### config.mk
export PLATFORM = sky130hd
export DESIGN_NAME = kuznechik_arbiter_flat
export DESIGN_NICKNAME = d
export VERILOG_FILES = /design/src/rtl/kuznechik_arbiter_if.sv /design/src/rtl/kuznechik_arbiter.sv /design/src/flat_wrapper.sv
export SDC_FILE = /design/constraint.sdc
export NUM_CORES = 1
export LEC_CHECK = 0
export BUFFER_PORTS_ARGS = -buffer_cell sky130_fd_sc_hd__buf_4
export CAP_MARGIN = 20
export CORE_AREA = 2 2 356 358
export CTS_CLUSTER_SIZE = 24
export DETAILED_ROUTE_END_ITERATION = 12
export DIE_AREA = 0 0 358 360
export GPL_TIMING_DRIVEN = 0
export HOLD_SLACK_MARGIN = 0.06
export PLACE_DENSITY_LB_ADDON = 0.05
export SLEW_MARGIN = 25
export SYNTH_ARGS = -nofsm -noshare
export SYNTH_HDL_FRONTEND = slang
export SYNTH_SLANG_ARGS = --single-unit
export TNS_END_PERCENT = 5
### constraint.sdc
create_clock -name clk_i -period 2.6 [get_ports clk_i]
set_input_delay 0.52 -clock clk_i [delete_from_list [all_inputs] [get_ports clk_i]]
set_output_delay 0.52 -clock clk_i [all_outputs]
set_load 0.01 [all_outputs]
### src/rtl/kuznechik_arbiter_if.sv
// kuznechik_arbiter_if
//   Requester-side bus of the kuznechik arbiter. Signal suffixes are named
//   from the arbiter's point of view.
//   slave  modport : arbiter side
//   master modport : requester front-ends / testbench side
//   req_valid_i  N_REQ      requester i holds a block
//   req_data_i   N_REQ*128  block of requester i at [i*128 +: 128]
//   req_ready_o  N_REQ      one-hot accept pulse
//   rsp_valid_o  N_REQ      one-hot result valid
//   rsp_data_o   128        result block
//   rsp_err_o    1          result invalid (watchdog timeout)
//   rsp_ack_i    N_REQ      owner accepts the result
interface kuznechik_arbiter_if #(
  parameter int N_REQ = 4
);
  logic [N_REQ-1:0]     req_valid_i;
  logic [N_REQ*128-1:0] req_data_i;
  logic [N_REQ-1:0]     req_ready_o;
  logic [N_REQ-1:0]     rsp_valid_o;
  logic [127:0]         rsp_data_o;
  logic                 rsp_err_o;
  logic [N_REQ-1:0]     rsp_ack_i;

  modport slave (
    input  req_valid_i, req_data_i, rsp_ack_i,
    output req_ready_o, rsp_valid_o, rsp_data_o, rsp_err_o
  );

  modport master (
    output req_valid_i, req_data_i, rsp_ack_i,
    input  req_ready_o, rsp_valid_o, rsp_data_o, rsp_err_o
  );
endinterface

### src/rtl/kuznechik_arbiter.sv
// kuznechik_arbiter
//   Round-robin arbiter/sequencer sharing one kuznechik cipher core among
//   N_REQ requesters. One block in flight at a time; each result is returned
//   to the requester that supplied it. All outputs are registered.
//
//   Optional feature macro: KUZ_ARB_TIMEOUT_EN
//     defined   : watchdog of TIMEOUT_CYCLES in WAIT, returns an error response
//     undefined : WAIT is unbounded, rsp_err_o is tied low
//
// Ports
//   clk_i           clock
//   rst_i           synchronous reset, active-high
//   req_if          requester bus (kuznechik_arbiter_if.slave)
//   core_request_o  to core request_i
//   core_ack_o      to core ack_i
//   core_data_o     to core data_i
//   core_busy_i     from core busy_o
//   core_valid_i    from core valid_o
//   core_data_i     from core data_o
//
// States
//   state | meaning
//   IDLE  | waiting for a requester, or a stale core result to drain
//   ISSUE | block accepted, core request is raised on the way out
//   WAIT  | core computing, waiting for core_valid_i
//   ACK   | core_ack_o high, result captured
//   RESP  | result presented to owner until its rsp_ack_i
//   DRAIN | acknowledging a core result nobody is waiting for
module kuznechik_arbiter #(
  parameter int N_REQ          = 4,
  parameter int TIMEOUT_CYCLES = 1024
) (
  input  logic         clk_i,
  input  logic         rst_i,
  kuznechik_arbiter_if.slave req_if,
  output logic         core_request_o,
  output logic         core_ack_o,
  output logic [127:0] core_data_o,
  input  logic         core_busy_i,
  input  logic         core_valid_i,
  input  logic [127:0] core_data_i
);

  localparam int PW = (N_REQ > 1) ? $clog2(N_REQ) : 1;

  if (N_REQ < 2 || N_REQ > 8 || TIMEOUT_CYCLES < 1) begin : g_bad_param
    $error("kuznechik_arbiter: N_REQ must be 2..8 and TIMEOUT_CYCLES >= 1");
  end

  typedef enum logic [2:0] {
    S_IDLE,
    S_ISSUE,
    S_WAIT,
    S_ACK,
    S_RESP,
    S_DRAIN
  } state_t;

  state_t           state_q;
  logic [PW-1:0]    ptr_q;
  logic [PW-1:0]    owner_q;
  logic [127:0]     data_q;
  logic [N_REQ-1:0] req_ready_q;
  logic [N_REQ-1:0] rsp_valid_q;
  logic [127:0]     rsp_data_q;
  logic             core_request_q;
  logic             core_ack_q;
  logic [127:0]     core_data_q;

  logic             win_found;
  logic [PW-1:0]    win_idx;
  logic [PW-1:0]    ptr_d;

  // First requesting index at or above ptr_q, wrapping modulo N_REQ.
  always_comb begin
    win_found = 1'b0;
    win_idx   = '0;
    for (int k = 0; k < N_REQ; k++) begin
      if (!win_found && req_if.req_valid_i[(int'(ptr_q) + k) % N_REQ]) begin
        win_found = 1'b1;
        win_idx   = PW'((int'(ptr_q) + k) % N_REQ);
      end
    end
  end

  assign ptr_d = (win_idx == PW'(N_REQ - 1)) ? '0 : win_idx + 1'b1;

`ifdef KUZ_ARB_TIMEOUT_EN
  localparam int CW = (TIMEOUT_CYCLES > 1) ? $clog2(TIMEOUT_CYCLES) : 1;
  logic [CW-1:0] cnt_q;
  logic          rsp_err_q;
`endif

  always_ff @(posedge clk_i) begin
    if (rst_i) begin
      state_q        <= S_IDLE;
      ptr_q          <= '0;
      owner_q        <= '0;
      data_q         <= '0;
      req_ready_q    <= '0;
      rsp_valid_q    <= '0;
      rsp_data_q     <= '0;
      core_request_q <= 1'b0;
      core_ack_q     <= 1'b0;
      core_data_q    <= '0;
`ifdef KUZ_ARB_TIMEOUT_EN
      cnt_q          <= '0;
      rsp_err_q      <= 1'b0;
`endif
    end else begin
      req_ready_q <= '0;
      core_ack_q  <= 1'b0;
      case (state_q)
        S_IDLE: begin
          // A leftover core result must be acknowledged before the core
          // can accept new work, so draining wins over granting.
          if (core_valid_i) begin
            core_ack_q <= 1'b1;
            state_q    <= S_DRAIN;
          end else if (win_found && !core_busy_i) begin
            owner_q     <= win_idx;
            data_q      <= req_if.req_data_i[int'(win_idx)*128 +: 128];
            req_ready_q <= N_REQ'(1) << win_idx;
            ptr_q       <= ptr_d;
            state_q     <= S_ISSUE;
          end
        end
        S_ISSUE: begin
          if (!core_busy_i) begin
            core_request_q <= 1'b1;
            core_data_q    <= data_q;
            state_q        <= S_WAIT;
`ifdef KUZ_ARB_TIMEOUT_EN
            cnt_q          <= CW'(TIMEOUT_CYCLES - 1);
`endif
          end
        end
        S_WAIT: begin
          core_request_q <= 1'b0;
          core_data_q    <= '0;
          if (core_valid_i) begin
            rsp_data_q <= core_data_i;
            core_ack_q <= 1'b1;
            state_q    <= S_ACK;
          end
`ifdef KUZ_ARB_TIMEOUT_EN
          else if (cnt_q == '0) begin
            // Error response goes straight out; the core result, if it
            // ever arrives, is drained from IDLE.
            rsp_data_q  <= '0;
            rsp_err_q   <= 1'b1;
            rsp_valid_q <= N_REQ'(1) << owner_q;
            state_q     <= S_RESP;
          end else begin
            cnt_q <= cnt_q - 1'b1;
          end
`endif
        end
        S_ACK: begin
          rsp_valid_q <= N_REQ'(1) << owner_q;
          state_q     <= S_RESP;
        end
        S_RESP: begin
          if (req_if.rsp_ack_i[owner_q]) begin
            rsp_valid_q <= '0;
`ifdef KUZ_ARB_TIMEOUT_EN
            rsp_err_q   <= 1'b0;
`endif
            state_q     <= S_IDLE;
          end
        end
        S_DRAIN: begin
          state_q <= S_IDLE;
        end
        default: begin
          state_q <= S_IDLE;
        end
      endcase
    end
  end

  assign req_if.req_ready_o = req_ready_q;
  assign req_if.rsp_valid_o = rsp_valid_q;
  assign req_if.rsp_data_o  = rsp_data_q;
`ifdef KUZ_ARB_TIMEOUT_EN
  assign req_if.rsp_err_o   = rsp_err_q;
`else
  assign req_if.rsp_err_o   = 1'b0;
`endif
  assign core_request_o = core_request_q;
  assign core_ack_o     = core_ack_q;
  assign core_data_o    = core_data_q;

endmodule

### src/flat_wrapper.sv
// flat-port wrapper written by rule: the top's interface ports become plain ports
module kuznechik_arbiter_flat 
#(
  parameter int N_REQ          = 4,
  parameter int TIMEOUT_CYCLES = 1024
)
  (clk_i, rst_i, core_request_o, core_ack_o, core_data_o, core_busy_i, core_valid_i, core_data_i, req_if_req_valid_i, req_if_req_data_i, req_if_rsp_ack_i, req_if_req_ready_o, req_if_rsp_valid_o, req_if_rsp_data_o, req_if_rsp_err_o);
  kuznechik_arbiter_if #(.N_REQ(N_REQ)) req_if_i ();
  input  logic clk_i;
  input  logic rst_i;
  output logic core_request_o;
  output logic core_ack_o;
  output logic [127:0] core_data_o;
  input  logic core_busy_i;
  input  logic core_valid_i;
  input  logic [127:0] core_data_i;
  input wire logic [$bits(req_if_i.req_valid_i)-1:0] req_if_req_valid_i;
  input wire logic [$bits(req_if_i.req_data_i)-1:0] req_if_req_data_i;
  input wire logic [$bits(req_if_i.rsp_ack_i)-1:0] req_if_rsp_ack_i;
  output wire logic [$bits(req_if_i.req_ready_o)-1:0] req_if_req_ready_o;
  output wire logic [$bits(req_if_i.rsp_valid_o)-1:0] req_if_rsp_valid_o;
  output wire logic [$bits(req_if_i.rsp_data_o)-1:0] req_if_rsp_data_o;
  output wire logic [$bits(req_if_i.rsp_err_o)-1:0] req_if_rsp_err_o;
  assign req_if_i.req_valid_i = req_if_req_valid_i;
  assign req_if_i.req_data_i = req_if_req_data_i;
  assign req_if_i.rsp_ack_i = req_if_rsp_ack_i;
  assign req_if_req_ready_o = req_if_i.req_ready_o;
  assign req_if_rsp_valid_o = req_if_i.rsp_valid_o;
  assign req_if_rsp_data_o = req_if_i.rsp_data_o;
  assign req_if_rsp_err_o = req_if_i.rsp_err_o;
  kuznechik_arbiter #(.N_REQ(N_REQ), .TIMEOUT_CYCLES(TIMEOUT_CYCLES)) u_core (.clk_i(clk_i), .rst_i(rst_i), .req_if(req_if_i), .core_request_o(core_request_o), .core_ack_o(core_ack_o), .core_data_o(core_data_o), .core_busy_i(core_busy_i), .core_valid_i(core_valid_i), .core_data_i(core_data_i));
endmodule
* Yosys cells after proc, flatten, opt, wreduce, memory -nomap -nowiden *
Index checks and enable logic that the tools add are counted.

storage, ports and cells
  bits in registers = 401
  bits in latches = 0
  RAM bits = 0
  ROM bits = 0
  bits of input ports = 652
  output and inout port bits = 267
  logic and storage cells = 95
  memories kept = 0

cells by class
  add/sub/neg operators = 4
  multiply operators = 0
  divide/modulo/power cells = 0
  order comparisons = 5
  equal/unequal tests = 9
  shift-type cells = 3
  muxes and demuxes = 35
  bitwise logic cells = 7
  reductions and logical operators = 22

operators with widths
  operator               count
  $shiftx A512 B10 Y128  1
  $pmux W128 S2          1
  $mux W128              1
  $mux W3                5
  $pmux W3 S5            1
  $mux W1                14
  $lt A3 B4 Y1 const B   3
  $bmux W1 S2            5
  $mux W2                5
  $reduce_or A2 Y1       5
  $pmux W4 S2            1
  $shl A1 B2 Y4 const A  2
  $eq A3 B2 Y1 const B   2
  $lt A2 B3 Y1 const B   2
  $reduce_and A2 Y1      3
  $add A2 B1 Y2 const B  2
  $add A2 B2 Y2 const B  2
  $logic_and A1 B1 Y1    4
  $logic_not A1 Y1       4
  $mux W4                1
  $ne A2 B2 Y1 const B   2
  $not A1 Y1             4
  $reduce_and A4 Y1      1
  $reduce_bool A2 Y1     2
  10 further kinds       12

* Logic depth before layout (Yosys ltp) *
Gate-level depths: netlist of the first run.

  depth in word-level cells = 18
  depth in mapped cells = 9
  mapped depth without buffers = 5

* Worst setup path after synthesis of the first run *
Ideal clock, no wire load.

  path type = input -> register
  from = input port req_if_req_valid_i[1]
  to = register u_core.data_q[0]
  library setup time = 0.129 ns
  arrival = 1.866 ns
  required time = 2.471 ns
  setup slack = 0.605 ns
  stages = 7
  buffers on the path = 3
  path through = nor4_1 > and4bb_1 > buf_4 > nand3b_1 > buf_4 > buf_2 > o221ai_2

between the ends
  cells in the longest elaborated chain, start to end = 14
  elaborated cells on any way between the ends = 28
  classes of those cells = shift: 1; mux: 19; reduce/logical: 8

ends and longest elaborated chain
  item                                                  RTL line                  text
  start, declared                                       flat_wrapper.sv:17        input wire logic [$bits(req_if_i.req_valid_i)-1:0] req_if_req_valid_i;
  branches (longest 14 deep; another with $bmux W1 S2)  n/a
  end signal, assigned                                  kuznechik_arbiter.sv:122  data_q <= req_if.req_data_i[int'(win_idx)*128 +: 128];
  end, declared                                         kuznechik_arbiter.sv:62   logic [127:0] data_q;

Parallel ways; which one is timed is not known. The select of a mux whose other input is x is not followed.
A chain may end at the register's enable or synchronous reset.

* Worst setup path after layout of the first run *
  from = register u_core.ptr_q[1]
  to = register u_core.data_q[101]

between the ends
  cells in the longest elaborated chain, start to end = 14
  elaborated cells on any way between the ends = 31
  classes of those cells = add/sub: 3; shift: 1; mux: 19; reduce/logical: 8

ends and longest elaborated chain
  item                                                    RTL line                  text
  start, declared                                         kuznechik_arbiter.sv:60   logic [PW-1:0] ptr_q;
  start signal, assigned                                  kuznechik_arbiter.sv:124  ptr_q <= ptr_d;
  branches (longest 14 deep; another with $add A2 B1 Y2)  n/a

Parallel ways; which one is timed is not known. The select of a mux whose other input is x is not followed.

==> flow_summary_export.csv, run 1 <==
group,metric,value,unit
clock_network,cts_num_sinks,401,
routing,via_per_inst,3.867,
synthesis,post_synth_instance_area,0.01709,sq mm
cells_and_area,design_area,0.02820,sq mm
routing,routed_wire_length_per_instance,23.60,um
routing,drt_drc_violations_left,0,
placed_design,io_buffers,917,
critical_path,worstSetupEndpointType,"register",
critical_path,crit_fanout,10,
critical_path,crit_chain,"a21o_1 -> a21oi_1 -> o22a_1 -> buf_4 -> buf_6 -> buf_4 -> mux2i_2 -> o221ai_2",
critical_path,crit_path_start_kind,"register",
global_route,grt_max_degree,15,
synthesis,synth_cell_type_count,38,
synthesis,synth_top_area_cell,"dfxtp_1",
flow_run,max_cap_violations,0,
clock_network,htreeDepth,2,
floorplan,std_cell_rows,130,
timing,worst-slew-pin-transition,1.001,ns
synthesis,post_synth_fa_ha_maj_area_fraction,0,%
global_route,overflow,0,
global_route,first_pass_grt_wire_length,142.8,mm
routing,antenna_violating_nets_post_route,0,
synthesis,synth.top_cells.by_count,"401 x dfxtp_1, 388 x nand2_1, 259 x mux2i_1",
placed_design,place.detailed.hpwl,86.50,mm
synthesis,synth_area_in_compound_gates,20.36,%
outcome,outcome,"completed",
timing,timing.final.crit_share,96.27,%
routing,drt_iter0_markers,665,
clock_network,cts-root-to-sink-buffers,3,
floorplan,die_w,358,um
clock_network,clkTransAtPathRegs,0.05,ns
critical_path,cp_num_buf_inv,3,
synthesis,netlist_top_cells_area,"dfxtp_1 47%, mux2i_1 15%, o221ai_2 8.8%",
synthesis,synth-edff-count,0,
routing,drt-met1-wl,39.47,mm
critical_path,crit_path_dat,3.00,ns
critical_path,critical_path_s_slowest_cell,"mux2i_2",
critical_path,criticalPathCategory,"reg2reg",
routing,routed-via-count,17330,
synthesis,post_synth_mux_area_share,15.30,%
synthesis,synth_top_family_by_area,"compound AO/OA/AOI/OAI gates",
timing,slew_violations,0,
clock_network,tritoncts,"yes",
routing,detail_route.wirelength,105.8,mm
synthesis,syn_inst,1791,
timing,rsz0062_at_grt,"yes",
power_and_ir_drop,worst_ir_drop_vdd,0.0004352,V
critical_path,critical_path.max_stage_delay,0.50,ns
synthesis,synth_xor_xnor_area_share,0.05124,%
clock_network,number_of_cts_inserted_buffers,56,
power_and_ir_drop,power-per-cell-area,607.7,mW/mm^2
cells_and_area,layout.nets,3439,
routing,wl_met2,56.73,mm
timing,timing.clock.skew,0.03121,ns
global_route,first_global_vias,18448,
timing,timing.slew.headroom,33.29,%
floorplan,start_util,13.68,%
timing,max_freq,399.5,MHz
power_and_ir_drop,leak,11.55,nW
floorplan,design.die.area,0.1289,sq mm
synthesis,synth-warning-count,0,
cells_and_area,area.growth.synth_to_final,64.95,%
floorplan,die_h,360,um
synthesis,post-synth-top-area-fraction,46.96,%
timing,setup_viol,0,
global_route,antenna_violations_before_repair,22,
synthesis,async_s_r_ff_share_synth,0,%
hold_path,min-delay-path-class,"in2reg",
timing,final_hold_viol_count,0,
critical_path,critical-path-top-delay-family,"buffers and inverters",
synthesis,number_of_register_bits_inferred_by_synthesis,401,
global_route,grt.total_usage,15.74,%
critical_path,critical_path.most_common_cell,"buf_4",
timing,final_period_minus_worst_setup_slack,2.503,ns
synthesis,syn-num-nets,2443,
floorplan,floorplan.io_pins,919,
routing,top_layer_used,"met5",
synthesis,main_flop_type_after_synthesis,"dfxtp_1",
synthesis,synth.yosys.seq_area_share,46.96,%
synthesis,post_synthesis_area_per_instance,9.544,sq um
synthesis,post-synth-top-count-cell,"dfxtp_1",
cells_and_area,layout-drive-gt1-share,42.83,%
placed_design,gpl.final_weighted_congestion,0.7840,
routing,detailroute.wirelength.met3,6.993,mm
clock_network,clkLatencyLatePin,0.63,ns
floorplan,core_footprint,0.1249,sq mm
routing,first_pass_iters,5,
power_and_ir_drop,total_power,17.13,mW
clock_network,root_buffer,"clkbuf_16",
cells_and_area,final_core_utilization,22.57,%
synthesis,synth_simple_gate_area_share,12.52,%
placed_design,placed_cell_area,0.02605,sq mm
critical_path,timing.critical_path.required,3.09,ns
-- metal layers --
| layer | global-route usage, % | vias to the layer above |
|---|---|---|
| met5 | 0 | - |
| met4 | 4.479 | 6 |
| met3 | 4.183 | 124 |
| met2 | 29.91 | 570 |
| met1 | 16.74 | 8234 |
| li1 | - | 8396 |
-- final timing paths --
check                                                   from                                          to  slack (ns)  cells after the start
setup / recovery                u_core.ptr_q[1]$_SDFFE_PP0P_             u_core.data_q[101]$_SDFFE_PP0P_         0.1                      8
hold / removal                               core_data_i[98]   u_core.req_if.rsp_data_o[98]$_SDFFE_PP0P_        0.13                      3
setup reg to reg                u_core.ptr_q[1]$_SDFFE_PP0P_             u_core.data_q[101]$_SDFFE_PP0P_         0.1                      8
hold reg to reg   u_core.req_if.rsp_data_o[118]$_SDFFE_PP0P_  u_core.req_if.rsp_data_o[118]$_SDFFE_PP0P_        0.45                      2
-- logic make-up (layout without fill, tap and decap cells) --
logic type / after synthesis / in the layout
compound gates: 404 / 404
other cells: 1 / 10
buf+inv: 169 / 1201
simple gates: 555 / 555
mux: 260 / 260
flops: 401 / 401
xor+xnor: 1 / 1
-- per-stage QoR --
stage	setup WS [ns]	cells	setup TNS, ns	hold WS (ns)
after floorplan	0.6049	1791	0	0.4330
after CTS	0.01683	4473	0	0.06025
final	0.09703	4482	0	0.1337
after detailed placement	-1.219	4358	-101.35	0.4476
after global placement	-1.207	4358	-165.80	0.4452
after global routing	-0.01415	4481	-0.04514	0.08184
-- area by class of cell --
class / count / area [sq um]
timing repair buffer: 938 / 7094
tap: 1650 / 2064
multi-input combinational: 1221 / 8308
sequential: 401 / 8028
antenna: 9 / 22.52
buffer: 163 / 860.8
clock inverter: 12 / 133.9
inverter: 6 / 22.52
fill: 13795 / 96720
clock buffer: 82 / 1662
-- state kept, by name, summed over array words and instances, names as in the netlist --
name	count
u_core.owner_q	2
u_core.req_if.rsp_data_o	128
u_core.state_q	3
u_core.req_if.req_ready_o	4
u_core.core_ack_o	1
u_core.data_q	128
u_core.req_if.rsp_valid_o	4
u_core.core_request_o	1
u_core.core_data_o	128
u_core.ptr_q	2
-- power by group --
part           internal [mW]  total (mW)  leakage (nW)  switching, mW
combinational           1.38        3.00          7.43           1.62
sequential              6.38        6.52          3.24          0.145
clock                   4.57        7.60         0.879           3.04
total                   12.3        17.1          11.5           4.81
-- cells in the final DEF (no fill, tap or decap), drive strengths merged, types with 4 or more instances in the layout --
cell type,instances
buf,999
mux2i,259
clkbuf,163
a21oi,134
a22oi,129
nor2,151
nor3,4
dfxtp,401
inv,7
dlygate4sd3,21
o221ai,128
diode,9
clkinv,7
nand2,388
-- tightest hold or removal path: cells and delay by family --
| family | cells | cell delay [ns] |
|---|---|---|
| AO/OA/AOI/OAI | 1 | 0.05 |
| buffers and inverters | 1 | 0.11 |
| AND/OR/NAND/NOR | 1 | 0.04 |
-- what timing repair did --
item	in CTS	in global routing
gates resized for setup	33	12
hold buffers	21	0
gates cloned	0	0
setup buffers	0	0
setup endpoints to repair	139	76
hold endpoints to repair	21	0
pin swaps	0	1
(Power assumes the default switching activity.)
==> run 2: changes to the inputs <==
--- a/config.mk
+++ b/config.mk
@@ -7,10 +7,10 @@
 export LEC_CHECK = 0
 export BUFFER_PORTS_ARGS = -buffer_cell sky130_fd_sc_hd__buf_4
 export CAP_MARGIN = 20
-export CORE_AREA = 2 2 356 358
+export CORE_AREA = 2 2 361 363
 export CTS_CLUSTER_SIZE = 24
 export DETAILED_ROUTE_END_ITERATION = 12
-export DIE_AREA = 0 0 358 360
+export DIE_AREA = 0 0 363 365
 export GPL_TIMING_DRIVEN = 0
 export HOLD_SLACK_MARGIN = 0.06
 export PLACE_DENSITY_LB_ADDON = 0.05
==> constraint.sdc (replaced) <==
create_clock -name clk_i -period 2.95 [get_ports clk_i]
set_input_delay 0.295 -clock clk_i [delete_from_list [all_inputs] [get_ports clk_i]]
set_output_delay 0.295 -clock clk_i [all_outputs]
set_load 0.01 [all_outputs]
==> flow_summary_export.csv, run 2 (synthesis results as in run 1) <==
group,metric,value,unit
clock_network,clkTransAtPathRegs,0.05,ns
power_and_ir_drop,intPower,11.70,mW
timing,worst_hold_slack,0.08961,ns
cells_and_area,layout.cells.most_common,"buf_4",
global_route,grt_max_degree,15,
global_route,first_global_vias,21178,
global_route,grtUsageMet3,4.108,%
placed_design,place.detailed.hpwl,85.89,mm
timing,setup_viol,0,
clock_network,post_cts_setup_buffer_count,0,
cells_and_area,layout.nets,4037,
power_and_ir_drop,power-per-cell-area,470.1,mW/mm^2
outcome,outcome,"completed",
critical_path,rr_startpoint,"u_core.ptr_q[1]$_SDFFE_PP0P_",
critical_path,r2r.worst_path.cells,8,
global_route,global_route.usage.met2,28.83,%
timing,setup_slack,0.1611,ns
cells_and_area,final_core_utilization,26.63,%
placed_design,gpl.final_weighted_congestion,0.8024,
timing,rsz0062_at_grt,"yes",
global_route,grt.total_usage,15.62,%
critical_path,startpoint,"u_core.ptr_q[1]$_SDFFE_PP0P_",
floorplan,core_footprint,0.1287,sq mm
critical_path,crit_end,"u_core.data_q[96]$_SDFFE_PP0P_",
critical_path,crit_fanout,10,
flow_run,max_cap_violations,0,
power_and_ir_drop,proportion_of_power_drawn_by_the_clock_network,43.5,%
cells_and_area,area.growth.synth_to_final,100.5,%
timing,timing.final.crit_share,94.54,%
floorplan,floorplan.io_pins,919,
clock_network,cts-root-to-sink-buffers,3,
cells_and_area,mostFrequentLayoutCells,"924 x buf_4, 619 x dlygate4sd3_1, 401 x dfxtp_1",
clock_network,tritoncts,"yes",
routing,via_per_inst,3.857,
global_route,first_pass_grt_wire_length,148.8,mm
power_and_ir_drop,worst_ir_drop_vdd,0.0003414,V
timing,final_period_minus_worst_setup_slack,2.789,ns
timing,slew_violations,0,
critical_path,criticalPathCategory,"reg2reg",
clock_network,clkLatencyLatePin,0.64,ns
floorplan,design.die.area,0.1325,sq mm
timing,max_freq,358.6,MHz
routing,first_pass_iters,4,
critical_path,timing.critical_path.required,3.46,ns
critical_path,crit-reg2reg-capture,"u_core.data_q[96]$_SDFFE_PP0P_",
placed_design,dpl_ws,-0.5681,ns
timing,timing.clock.skew,0.01944,ns
clock_network,cts_num_sinks,401,
critical_path,worstSetupEndpointType,"register",
critical_path,timing.reg2reg.setup_slack,0.16,ns
routing,drt_iter0_markers,715,
cells_and_area,design_area,0.03427,sq mm
cells_and_area,multi_input_comb_area,0.008282,sq mm
global_route,antenna_violations_before_repair,21,
power_and_ir_drop,leak,14.08,nW
timing,setup-tns-final,0,ns
power_and_ir_drop,power.switching,4.411,mW
global_route,overflow,0,
routing,drt_drc_violations_left,0,
floorplan,die_h,365,um
timing,worst-slew-pin-transition,0.8566,ns
cells_and_area,layout-drive-gt1-share,35.05,%
global_route,globalRoute.busiestLayer,"met2",
routing,detail_route.wirelength,108.7,mm
clock_network,number_of_cts_inserted_buffers,56,
cells_and_area,fill_cells,13776,
timing,final_hold_viol_count,0,
floorplan,start_util,13.29,%
critical_path,crit_path_start_kind,"register",
routing,routed_wire_length_per_instance,21.26,um
power_and_ir_drop,comb_power_share,20.8,%
timing,timing.slew.headroom,42.89,%
clock_network,htreeDepth,2,
global_route,groute.layer.met1.usage,17.42,%
critical_path,crit_path_dat,3.30,ns
floorplan,die_w,363,um
power_and_ir_drop,seqPwrFrac,35.7,%
routing,antenna_violating_nets_post_route,0,
hold_path,min-delay-path-class,"in2reg",
placed_design,placed_cell_area,0.02608,sq mm
routing,routed-via-count,19733,
cells_and_area,layout.area.seq,0.008028,sq mm
placed_design,io_buffers,917,
power_and_ir_drop,switching_share,27.39,%
floorplan,std_cell_rows,132,
clock_network,root_buffer,"clkbuf_16",
-- run 2: cell count changes in the layout (fill, tap and decap cells not counted), moves of 2 or more --
cell / previous run / this run
clkbuf_1: 81 / 91
buf_2: 49 / 61
dlygate4sd3_1: 21 / 619
clkbuf_2: 9 / 5
buf_6: 14 / 12
clkbuf_8: 12 / 18
mux2i_2: 16 / 9
buf_4: 933 / 924
mux2i_1: 243 / 250
-- run 2: metrics by stage --
stage               total power, mW  cells
finish                        16.11   5116
global route                  16.96   5113
CTS                           16.55   5103
detailed placement            8.531   4383
global placement              8.512   4383
floorplan                     7.001   1791
-- run 2: power by group through the flow --
stage	Sequential (mW)	Combinational, mW	Clock, mW
floorplan	5.85	1.15	0
global placement	5.87	2.65	0
detailed placement	5.87	2.66	0
CTS	5.75	3.44	7.35
global route	5.77	3.62	7.56
finish	5.75	3.35	7.01
-- run 2: timing repair --
| action | CTS | global route |
|---|---|---|
| endpoints found under the hold margin | 257 | 2 |
| hold buffers | 615 | 4 |
| setup endpoints to repair | 92 | 4 |
| gates resized for setup | 12 | 4 |
-- run 2: how the worst min path moves through the flow --
stage,cells after the start,start,to
3_5_place_dp,2,u_core.req_if.rsp_data_o[75]$_SDFFE_PP0P_,u_core.req_if.rsp_data_o[75]$_SDFFE_PP0P_
4_1_cts,3,req_if_req_data_i[460],u_core.data_q[76]$_SDFFE_PP0P_
2_1_floorplan,2,core_data_i[0],u_core.req_if.rsp_data_o[0]$_SDFFE_PP0P_
3_3_place_gp,2,u_core.req_if.rsp_data_o[52]$_SDFFE_PP0P_,u_core.req_if.rsp_data_o[52]$_SDFFE_PP0P_
5_1_grt,3,req_if_req_data_i[508],u_core.data_q[124]$_SDFFE_PP0P_
6_report,3,req_if_req_data_i[460],u_core.data_q[76]$_SDFFE_PP0P_
-- run 2: per-layer routing --
layer	vias to the layer above	routed length, um
li1	9611	-
met1	9369	42250
met2	629	56270
met3	120	7059
met4	4	3138
met5	-	26
-- run 2: final cells by class --
class | count | area share [%]
timing repair buffer | 1536 | 38.17
multi-input combinational | 1221 | 24.17
sequential | 401 | 23.43
tap | 1675 | 6.116
clock buffer | 94 | 5.156
buffer | 163 | 2.388
clock inverter | 11 | 0.4418
inverter | 6 | 0.06572
antenna | 9 | 0.06572
-- run 2: worst max-delay path: stages (launching register included) --
cell           delay, ns
dfxtp_1             0.35
a21o_1              0.16
a21oi_1             0.13
o22a_1              0.14
buf_2               0.34
buf_2               0.49
mux2i_1             0.31
dlygate4sd3_1       0.64
o221ai_2            0.10
